File: config.mk
export PLATFORM = sky130hd
export DESIGN_NAME = act_pipe
export DESIGN_NICKNAME = d
export VERILOG_FILES = /design/src/rtl/act_pkg.sv /design/src/rtl/act_lane.sv /design/src/rtl/act_pipe.sv
export SDC_FILE = /design/constraint.sdc
export NUM_CORES = 2
export LEC_CHECK = 0
export ABC_AREA = 1
export ABC_CLOCK_PERIOD_IN_PS = 5400
export CAP_MARGIN = 20
export CORE_MARGIN = 2
export CORE_UTILIZATION = 35
export DETAILED_ROUTE_END_ITERATION = 7
export SLEW_MARGIN = 25
export SYNTH_ARGS = -nofsm -noshare
export SYNTH_HDL_FRONTEND = slang
export SYNTH_SLANG_ARGS = --single-unit
File: constraint.sdc
create_clock -name clk -period 5.4 [get_ports clk]
set_input_delay 1.35 -clock clk [delete_from_list [all_inputs] [get_ports clk]]
set_output_delay 1.35 -clock clk [all_outputs]
set_load 0.01 [all_outputs]
File: src/rtl/act_pkg.sv
// act_pkg: shared types and constants for the activation stage.
//   act_mode_e  : per-frame activation function select
//   act_state_e : frame-tracking FSM state (exported on act_pipe.dbg_state)
//   CNT_W       : width of the per-frame altered-lane counter
//   sat_add     : saturating add used by the frame counters
package act_pkg;

  localparam int CNT_W = 16;

  typedef enum logic [1:0] {
    ACT_BYPASS = 2'd0,
    ACT_RELU   = 2'd1,
    ACT_CLIP   = 2'd2,
    ACT_LEAKY  = 2'd3
  } act_mode_e;

  typedef enum logic {
    ST_IDLE   = 1'b0,
    ST_ACTIVE = 1'b1
  } act_state_e;

  function automatic logic [CNT_W-1:0] sat_add(input logic [CNT_W-1:0] a,
                                               input logic [CNT_W-1:0] b);
    logic [CNT_W:0] s;
    s = {1'b0, a} + {1'b0, b};
    return s[CNT_W] ? {CNT_W{1'b1}} : s[CNT_W-1:0];
  endfunction

endpackage

File: src/rtl/act_lane.sv
// act_lane: combinational activation of one signed lane.
//   x_i       : signed input lane
//   mode_i    : bypass / ReLU / clipped ReLU / leaky ReLU
//   clip_i    : signed upper bound for clipped ReLU
//   shift_i   : arithmetic right shift applied to negative lanes in leaky mode
//   y_o       : activated lane, same width as x_i
//   altered_o : lane output differs from input in ReLU or clipped-ReLU mode
module act_lane
  import act_pkg::*;
#(
  parameter int pDATA_WIDTH = 32,
  parameter int pSHIFT_W    = 5
) (
  input  logic signed [pDATA_WIDTH-1:0] x_i,
  input  act_mode_e                     mode_i,
  input  logic signed [pDATA_WIDTH-1:0] clip_i,
  input  logic        [pSHIFT_W-1:0]    shift_i,
  output logic signed [pDATA_WIDTH-1:0] y_o,
  output logic                          altered_o
);

  logic x_neg;
  logic clip_neg;

  assign x_neg    = x_i[pDATA_WIDTH-1];
  assign clip_neg = clip_i[pDATA_WIDTH-1];

  always_comb begin
    y_o = x_i;
    case (mode_i)
      ACT_BYPASS: y_o = x_i;
      ACT_RELU: begin
        if (x_neg) y_o = '0;
      end
      ACT_CLIP: begin
        // A negative bound leaves no legal non-negative output, so force 0.
        if (clip_neg || x_neg) y_o = '0;
        else if (x_i > clip_i) y_o = clip_i;
      end
      ACT_LEAKY: begin
        // >>> on a signed operand floors; shifts past the width give -1.
        if (x_neg) y_o = x_i >>> shift_i;
      end
    endcase
  end

  assign altered_o = ((mode_i == ACT_RELU) || (mode_i == ACT_CLIP)) && (y_o != x_i);

endmodule

File: src/rtl/act_pipe.sv
// act_pipe: multi-lane activation stage with a 2-deep valid/ready pipeline.
//   clk, rst        : clock, synchronous active-high reset
//   cfg_mode/clip/shift : activation config, captured on the first beat of a frame
//   in_valid/in_ready/in_data/in_last     : upstream beat interface
//   out_valid/out_ready/out_data/out_last : downstream beat interface
//   frame_zero_cnt  : lanes zeroed or clipped in the last completed frame (saturating)
//   frame_done      : one-cycle pulse, the cycle after the out_last beat transfers
//   dbg_state       : frame FSM state
//
// Handshake: a beat moves across an interface on a clock edge where valid and
// ready are both high; valid, once raised, holds with stable data until taken,
// and ready may depend combinationally on downstream ready.
module act_pipe
  import act_pkg::*;
#(
  parameter int pDATA_WIDTH = 32,
  parameter int pCHANNELS   = 4,
  parameter int pSHIFT_W    = 5
) (
  input  logic                            clk,
  input  logic                            rst,
  input  logic [1:0]                      cfg_mode,
  input  logic [pDATA_WIDTH-1:0]          cfg_clip,
  input  logic [pSHIFT_W-1:0]             cfg_shift,
  input  logic                            in_valid,
  output logic                            in_ready,
  input  logic [pCHANNELS*pDATA_WIDTH-1:0] in_data,
  input  logic                            in_last,
  output logic                            out_valid,
  input  logic                            out_ready,
  output logic [pCHANNELS*pDATA_WIDTH-1:0] out_data,
  output logic                            out_last,
  output logic [CNT_W-1:0]                frame_zero_cnt,
  output logic                            frame_done,
  output act_state_e                      dbg_state
);

  localparam int DW         = pCHANNELS * pDATA_WIDTH;
  localparam int LANE_CNT_W = $clog2(pCHANNELS + 1);

  // Frame FSM and shadow config
  act_state_e                state_q, state_d;
  act_mode_e                 shd_mode_q, shd_mode_d;
  logic [pDATA_WIDTH-1:0]    shd_clip_q, shd_clip_d;
  logic [pSHIFT_W-1:0]       shd_shift_q, shd_shift_d;

  // Pipeline stages
  logic                      s1_valid_q;
  logic [DW-1:0]             s1_data_q;
  logic                      s1_last_q;
  logic [LANE_CNT_W-1:0]     s1_cnt_q;
  logic                      s2_valid_q;
  logic [DW-1:0]             s2_data_q;
  logic                      s2_last_q;
  logic [LANE_CNT_W-1:0]     s2_cnt_q;

  // Counters
  logic [CNT_W-1:0]          run_q, run_d;
  logic [CNT_W-1:0]          zero_cnt_q, zero_cnt_d;
  logic                      done_q;

  // Datapath nets
  act_mode_e                 eff_mode;
  logic [pDATA_WIDTH-1:0]    eff_clip;
  logic [pSHIFT_W-1:0]       eff_shift;
  logic [DW-1:0]             lane_y;
  logic [pCHANNELS-1:0]      lane_alt;
  logic [LANE_CNT_W-1:0]     beat_cnt;
  logic                      s2_ready;
  logic                      s2_load;
  logic                      in_fire;
  logic                      last_xfer;

  assign s2_ready  = !s2_valid_q || out_ready;
  assign s2_load   = s1_valid_q && s2_ready;
  assign in_ready  = !rst && (!s1_valid_q || s2_ready);
  assign in_fire   = in_valid && in_ready;
  assign last_xfer = s2_valid_q && out_ready && s2_last_q;

  // The first beat of a frame already sees the live config; later beats see the shadow.
  assign eff_mode  = (state_q == ST_IDLE) ? act_mode_e'(cfg_mode) : shd_mode_q;
  assign eff_clip  = (state_q == ST_IDLE) ? cfg_clip  : shd_clip_q;
  assign eff_shift = (state_q == ST_IDLE) ? cfg_shift : shd_shift_q;

  for (genvar k = 0; k < pCHANNELS; k++) begin : g_lane
    act_lane #(
      .pDATA_WIDTH (pDATA_WIDTH),
      .pSHIFT_W    (pSHIFT_W)
    ) u_lane (
      .x_i       (in_data[k*pDATA_WIDTH +: pDATA_WIDTH]),
      .mode_i    (eff_mode),
      .clip_i    (eff_clip),
      .shift_i   (eff_shift),
      .y_o       (lane_y[k*pDATA_WIDTH +: pDATA_WIDTH]),
      .altered_o (lane_alt[k])
    );
  end

  always_comb begin
    beat_cnt = '0;
    for (int k = 0; k < pCHANNELS; k++) begin
      beat_cnt = beat_cnt + LANE_CNT_W'(lane_alt[k]);
    end
  end

  always_comb begin
    state_d     = state_q;
    shd_mode_d  = shd_mode_q;
    shd_clip_d  = shd_clip_q;
    shd_shift_d = shd_shift_q;
    case (state_q)
      ST_IDLE: begin
        if (in_fire) begin
          shd_mode_d  = act_mode_e'(cfg_mode);
          shd_clip_d  = cfg_clip;
          shd_shift_d = cfg_shift;
          if (!in_last) state_d = ST_ACTIVE;
        end
      end
      ST_ACTIVE: begin
        if (in_fire && in_last) state_d = ST_IDLE;
      end
    endcase
  end

  // Non-last beats are folded into the running count as they leave stage 1;
  // the last beat's own count rides in stage 2 and is added at transfer. A
  // next-frame beat entering stage 2 on the same edge starts from zero.
  always_comb begin
    logic [CNT_W-1:0] base;
    logic [CNT_W-1:0] add;
    base       = last_xfer ? '0 : run_q;
    add        = (s2_load && !s1_last_q) ? CNT_W'(s1_cnt_q) : '0;
    run_d      = sat_add(base, add);
    zero_cnt_d = last_xfer ? sat_add(run_q, CNT_W'(s2_cnt_q)) : zero_cnt_q;
  end

  always_ff @(posedge clk) begin
    if (rst) begin
      state_q     <= ST_IDLE;
      shd_mode_q  <= ACT_BYPASS;
      shd_clip_q  <= '0;
      shd_shift_q <= '0;
      s1_valid_q  <= 1'b0;
      s1_data_q   <= '0;
      s1_last_q   <= 1'b0;
      s1_cnt_q    <= '0;
      s2_valid_q  <= 1'b0;
      s2_data_q   <= '0;
      s2_last_q   <= 1'b0;
      s2_cnt_q    <= '0;
      run_q       <= '0;
      zero_cnt_q  <= '0;
      done_q      <= 1'b0;
    end else begin
      state_q     <= state_d;
      shd_mode_q  <= shd_mode_d;
      shd_clip_q  <= shd_clip_d;
      shd_shift_q <= shd_shift_d;
      run_q       <= run_d;
      zero_cnt_q  <= zero_cnt_d;
      done_q      <= last_xfer;

      if (in_fire) begin
        s1_valid_q <= 1'b1;
        s1_data_q  <= lane_y;
        s1_last_q  <= in_last;
        s1_cnt_q   <= beat_cnt;
      end else if (s2_load) begin
        s1_valid_q <= 1'b0;
      end

      if (s2_load) begin
        s2_valid_q <= 1'b1;
        s2_data_q  <= s1_data_q;
        s2_last_q  <= s1_last_q;
        s2_cnt_q   <= s1_cnt_q;
      end else if (out_ready) begin
        s2_valid_q <= 1'b0;
      end
    end
  end

  assign out_valid      = s2_valid_q;
  assign out_data       = s2_data_q;
  assign out_last       = s2_last_q;
  assign frame_zero_cnt = zero_cnt_q;
  assign frame_done     = done_q;
  assign dbg_state      = state_q;

endmodule

After elaboration in Yosys (flattened, before gate mapping). Index checks and enable logic that the tools add are counted. Widths: inputs -> output; s select.

Logic and storage cells: 97. Register bits: 339. Output and inout bits: 149.

Reductions and logical operators: 26. $add $sub $neg: 5. Magnitude comparators: 4. Multiplexer cells: 35. Eq/ne operators: 7. Bitwise operators: 1. Shift-type cells: 4.

Operator list (count): $pmux 32 s4 (4); $mux 32 (13); $gt 32x32->1 (4); $ne 32x32->1 (4); $sshr 32x5->32 (4); $mux 31 (4); $mux 16 (3); $add 16x3->17 (2); $logic_and 1x1->1 (11); $logic_or 1x1->1 (7); $mux 1 (7); $mux 5 (1); $eq 2x2->1 const B (2); $logic_not 1->1 (4); $reduce_bool 2->1 (2); $add 2x1->3 (1); $add 3x1->3 (1); $mux 3 (1); $add 1x1->2 (1); $eq 2x1->1 const B (1); $logic_not 2->1 (1); $mux 2 (1); $pmux 1 s2 (1); $reduce_and 2->1 (1); $not 1->1 (1).

Longest topological paths before layout.
Depth in word-level cells: 10. Depth in mapped cells: 38. Depth with buffers taken out: 36.

By module. From an unflattened synthesis, not the netlist that was laid out.

Cell total of the unflattened synthesis: 5819. Area total of the unflattened synthesis: 32762.7 sq um.

By module, submodules not included: act_pipe (cells an instance 1707, times used 1, area each 13006.2 sq um); act_lane at g_lane[0].u_lane ... (cells an instance 1036, times used 2, area each 4984.8 sq um); act_lane at g_lane[2].u_lane ... (cells an instance 1020, times used 2, area each 4893.4 sq um).

Least setup slack after synthesis. No wires, ideal clock.

Kind: input to register. Start: in in_data[127]. End: reg s1_cnt_q[1]. Cell stages on the path: 30. Arrival time: 5.178 ns. Setup slack: 0.096 ns. Cell sequence: clkbuf_1 -> inv_1 -> clkbuf_1 -> buf_1 -> ha_1 -> inv_1 -> nand2_1 -> nor2_1 -> nand2_1 -> nor2_1 -> nand2_1 -> nand3_1 -> clkbuf_1 -> nand4_1 -> nand3_1 -> nand3_1 -> nand2_1 -> inv_1 -> nand2_1 -> nor2_1 -> nand2_1 -> nor2_1 -> nand3_1 -> nand2_1 -> fa_1 -> inv_1 -> ha_1 -> ha_1 -> nand2_1 -> o21ai_0.

Cells in the longest elaborated chain, start to end: 7. Elaborated cells on any way between the ends: 11. Classes of those cells: add/sub (1); order compare (1); eq/ne (1); shift (1); mux (5); reduce/logical (2).

Ends and longest elaborated chain: start: declaration (RTL line act_pipe.sv:27) `input logic [pCHANNELS*pDATA_WIDTH-1:0] in_data,`; $gt 32x32->1 (RTL line act_lane.sv:38) `else if (x_i > clip_i) y_o = clip_i;`; $mux 32 (RTL line act_lane.sv:38); $mux 32 (RTL line act_lane.sv:37) `if (clip_neg || x_neg) y_o = '0;`; $pmux 32 s4 (RTL line act_lane.sv:30) `case (mode_i)`; $ne 32x32->1 (*) (RTL line act_lane.sv:47) `assign altered_o = ((mode_i == ACT_RELU) || (mode_i == ACT_CLIP)) && (y_o != x_i);`; $logic_and 1x1->1 (*) (RTL line act_lane.sv:47); $add 3x1->3 (*) (RTL line act_pipe.sv:102) `beat_cnt = beat_cnt + LANE_CNT_W'(lane_alt[k]);`; net beat_cnt[1] (RTL line act_pipe.sv:68) `logic [LANE_CNT_W-1:0] beat_cnt;`; end signal: assignment (RTL line act_pipe.sv:168) `s1_cnt_q <= beat_cnt;`; end: declaration (RTL line act_pipe.sv:51) `logic [LANE_CNT_W-1:0] s1_cnt_q;`.

The timed path passes the listed nets; every way through them passes the cells marked *. A chain may end at the register's enable or synchronous reset.

Worst setup path in the final report.
Start: in cfg_clip[7]. End: reg s1_cnt_q[1].

Cells in the longest elaborated chain, start to end: 10. Elaborated cells on any way between the ends: 28. Classes of those cells: add/sub (3); order compare (4); eq/ne (4); mux (13); reduce/logical (4).

Ends and longest elaborated chain: start: declaration (RTL line act_pipe.sv:23) `input logic [pDATA_WIDTH-1:0] cfg_clip,`; $mux 32 (*) (RTL line act_pipe.sv:82) `assign eff_clip = (state_q == ST_IDLE) ? cfg_clip : shd_clip_q;`; $gt 32x32->1 (RTL line act_lane.sv:38); $mux 32 (RTL line act_lane.sv:38); $mux 32 (RTL line act_lane.sv:37); $pmux 32 s4 (RTL line act_lane.sv:30); $ne 32x32->1 (RTL line act_lane.sv:47); $logic_and 1x1->1 (RTL line act_lane.sv:47); $add 1x1->2 (RTL line act_pipe.sv:102); $add 2x1->3 (RTL line act_pipe.sv:102); $add 3x1->3 (*) (RTL line act_pipe.sv:102); net beat_cnt[1] (RTL line act_pipe.sv:68).

Marks and branches as above.

==> flow_summary.yaml <==
run_status:
  outcome: "finished clean"
worst_setup_path:
  cpPeakStageDelay_ns: 0.43
  worstSetupPathType: "input port to flip-flop"
  worstPathArrival_ns: 5.72
  cpMostUsedCell: "nand2_1"
  required_ns: 5.83
  worstSetupEndpointType: "flip-flop"
  startpoint_type: "input port"
  slowest_stage: "clkdlybuf4s50_1"
  path_max_fanout: 7
drt:
  top_layer_used: "met5"
  drt_iter0_markers: 4831
  wl_met1_um: 70800
  wl_um: 165000
  ant_nets: 0
  drt-wirelength-per-cell_um: 22.0
  via_per_inst: 5.59
  dr_wl_met3_um: 16000
  dr.pass1.iters: 6
  vias: 41796
  drc: 0
  met2_length_um: 69400
synth:
  synth_edf_count: 0
  syn_area_um2: 31500
  ys_types: 44
  synth_ff_type: "dfxtp_1"
  postSynthCellCount: 5514
  seq_area_frac_synth_pct: 21.6
  synth-seq-cells: 339
  syn_nets: 5833
  async_reset_ff_share_pct: 0
  syn_area_per_cell_um2: 5.71
  ys_warn_count: 0
pwr:
  power_frac_comb_pct: 51.0
  power.clock.fraction_pct: 24.0
  internal_power_mw: 6.58
  seqPwrFrac_pct: 25.0
  switching_share_pct: 41.8
  leakage_nw: 21.2
  ir_drop_uv: 200
  power_density_nw_per_um2: 260
  p_switching_mw: 4.73
floorplan:
  placeableCoreArea_um2: 88800
  start_util_pct: 35.4
  die_w_um: 304
  rows: 109
  io_pins: 321
  die_y_um: 304
  dieArea_um2: 92300
placement:
  dp_worst_setup_slack_ns: -0.743
  gp_congestion: 1.02
  place_hpwl_um: 129000
  placed_area_um2: 41100
  placedCellCount: 7374
  portBuffers: 320
final_layout:
  final_nets: 6602
  final_common_cell: "nand2_1"
  final.fill_count: 9291
  syn_to_final_growth_pct: 38.2
  fin_area_um2: 43500
  final_cell_mix: "nand2_1, nand3_1, buf_4"
  drive_above_1_share_pct: 15.8
  final_cells: 7477
sta:
  finalSetupViolCount: 0
  skew_ns: 0.0345
  fin_crit_sh_pct: 97.9
  max_freq_mhz: 189
  hold_viol: 0
  period_needed_ns: 5.28
  layout_setup_ws_ns: 0.115
  slew_viol_final: 0
  worstMarginPinSlew_ns: 1.20
  slew_headroom_pct: 19.5
clocking:
  cts_sinks: 339
  clk_path_buf_depth: 3
  cts-root-buf: "clkbuf_16"
  htree_num_levels: 2
  cts_buffers: 39
  clock_latency_ns: 0.60
  cts_tree: "built"
  path_clk_slew_ns: 0.06
grt:
  grt_pass1_vias: 37202
  overflow: 0
  grt_pass1_wl_um: 240000
  grt_max_degree: 193
  antenna_found_initial: 16
  grt_usage_pct: 33.8
hold_path:
  min_path_type: "flip-flop to flip-flop"
job:
  drv_cap: 0
-- Yosys cell counts (all sizes together) (4+ instances only) --
cell,count,area (µm²)
nor2,386,1450
o21ai,558,2830
nand2,1718,6470
buf,136,684
and2,5,31.3
o221a,4,45.0
nand3,928,4640
o211ai,17,128
inv,388,1460
nand4,167,1040
o21a,8,60.1
dfxtp,339,6790
clkinv,7,26.3
a21boi,43,323
ha,144,1800
xor2,10,87.6
clkbuf,241,905
nor3,10,50.1
mux2i,81,811
xnor2,9,78.8
a21oi,265,1330
o31ai,27,203
-- worst paths after layout --
path	startpoint	endpoint	slack [ns]	depth (start not counted)
setup reg to reg	flip-flop	s1_cnt_q[1]	0.49	32
setup / recovery	cfg_clip[7]	s1_cnt_q[1]	0.12	31
hold reg to reg	s1_data_q[43]	out_data[43]	0.44	2
hold / removal	s1_data_q[43]	out_data[43]	0.44	2
-- per-stage QoR --
step	power [mW]	hold WS, ns	utilization, %	setup TNS (ns)
global route	11.9	0.463	49.0	-0.0324
finish	11.3	0.444	49.0	0
CTS	11.0	0.449	47.8	0
floorplan	5.60	0.425	-	0
global placement	8.24	0.433	46.3	-1.80
detailed placement	8.26	0.438	46.3	-1.93
-- power groups by stage --
stage	logic, mW	registers (mW)	clock network [mW]
finish	5.77	2.83	2.71
global route	6.20	2.85	2.86
CTS	5.40	2.83	2.78
detailed placement	5.38	2.88	0
global placement	5.37	2.87	0
floorplan	2.72	2.88	0
-- sequential cells by signal, summed over array words and instances, names as in the netlist, 3 cells and up, named ones only --
register and cells:
s1_data_q 128, shd_shift_q 5, s2_cnt_q 3, frame_zero_cnt 16, out_data 128, shd_clip_q 32, s1_cnt_q 3, run_q 16
-- layer usage --
| layer | vias to the layer above | global-route usage [%] |
|---|---|---|
| met2 | 2080 | 50.6 |
| met1 | 19384 | 47.2 |
| met5 | - | 0 |
| li1 | 20003 | - |
| met3 | 325 | 5.59 |
| met4 | 4 | 16.0 |
-- cell type report --
type                    count  area, µm²  share of cell area, %
inverters                 395       1520                   3.49
repair buffers           1105      10200                   23.5
flip-flops and latches    339       6790                   15.6
clock buffers              53       1070                   2.46
diodes                      4       10.0                 0.0230
clock inverters            13        196                  0.452
well taps                1165       1460                   3.35
multi-input cells        4403      22200                   51.1
-- logic make-up (layout without fill, tap and decap cells) --
logic type                 count (synthesis)  after routing  synth area share (%)
other                                      0              4                     0
muxes                                     81             81                  2.58
buffers and inverters                    772           1566                  9.77
and+or+nand+nor                         3222           3222                  43.7
adders and majority gates                147            147                  5.92
DFF                                      339            339                  21.6
xor gates and xnor gates                  19             19                 0.529
AOI/OAI and AO/OA                        934            934                  15.9
-- worst max-delay path: cells and delay by family --
family                   cells  cell delay (ns)
AO/OA/AOI/OAI                4             0.55
buffers and inverters        6             1.20
adder cells (fa/ha/maj)      4             1.07
AND/OR/NAND/NOR             17             1.53
-- timing repair --
action / 4_1_cts / 5_1_grt
hold buffers: 0 / 0
endpoints found under the hold margin: 0 / 0
cloned: 0 / 7
setup endpoints to repair: 1 / 3
resized for setup: 4 / 171
pin swaps: 0 / 58
buffers inserted: 0 / 26
No activity file was read; power rests on OpenSTA's default activity.
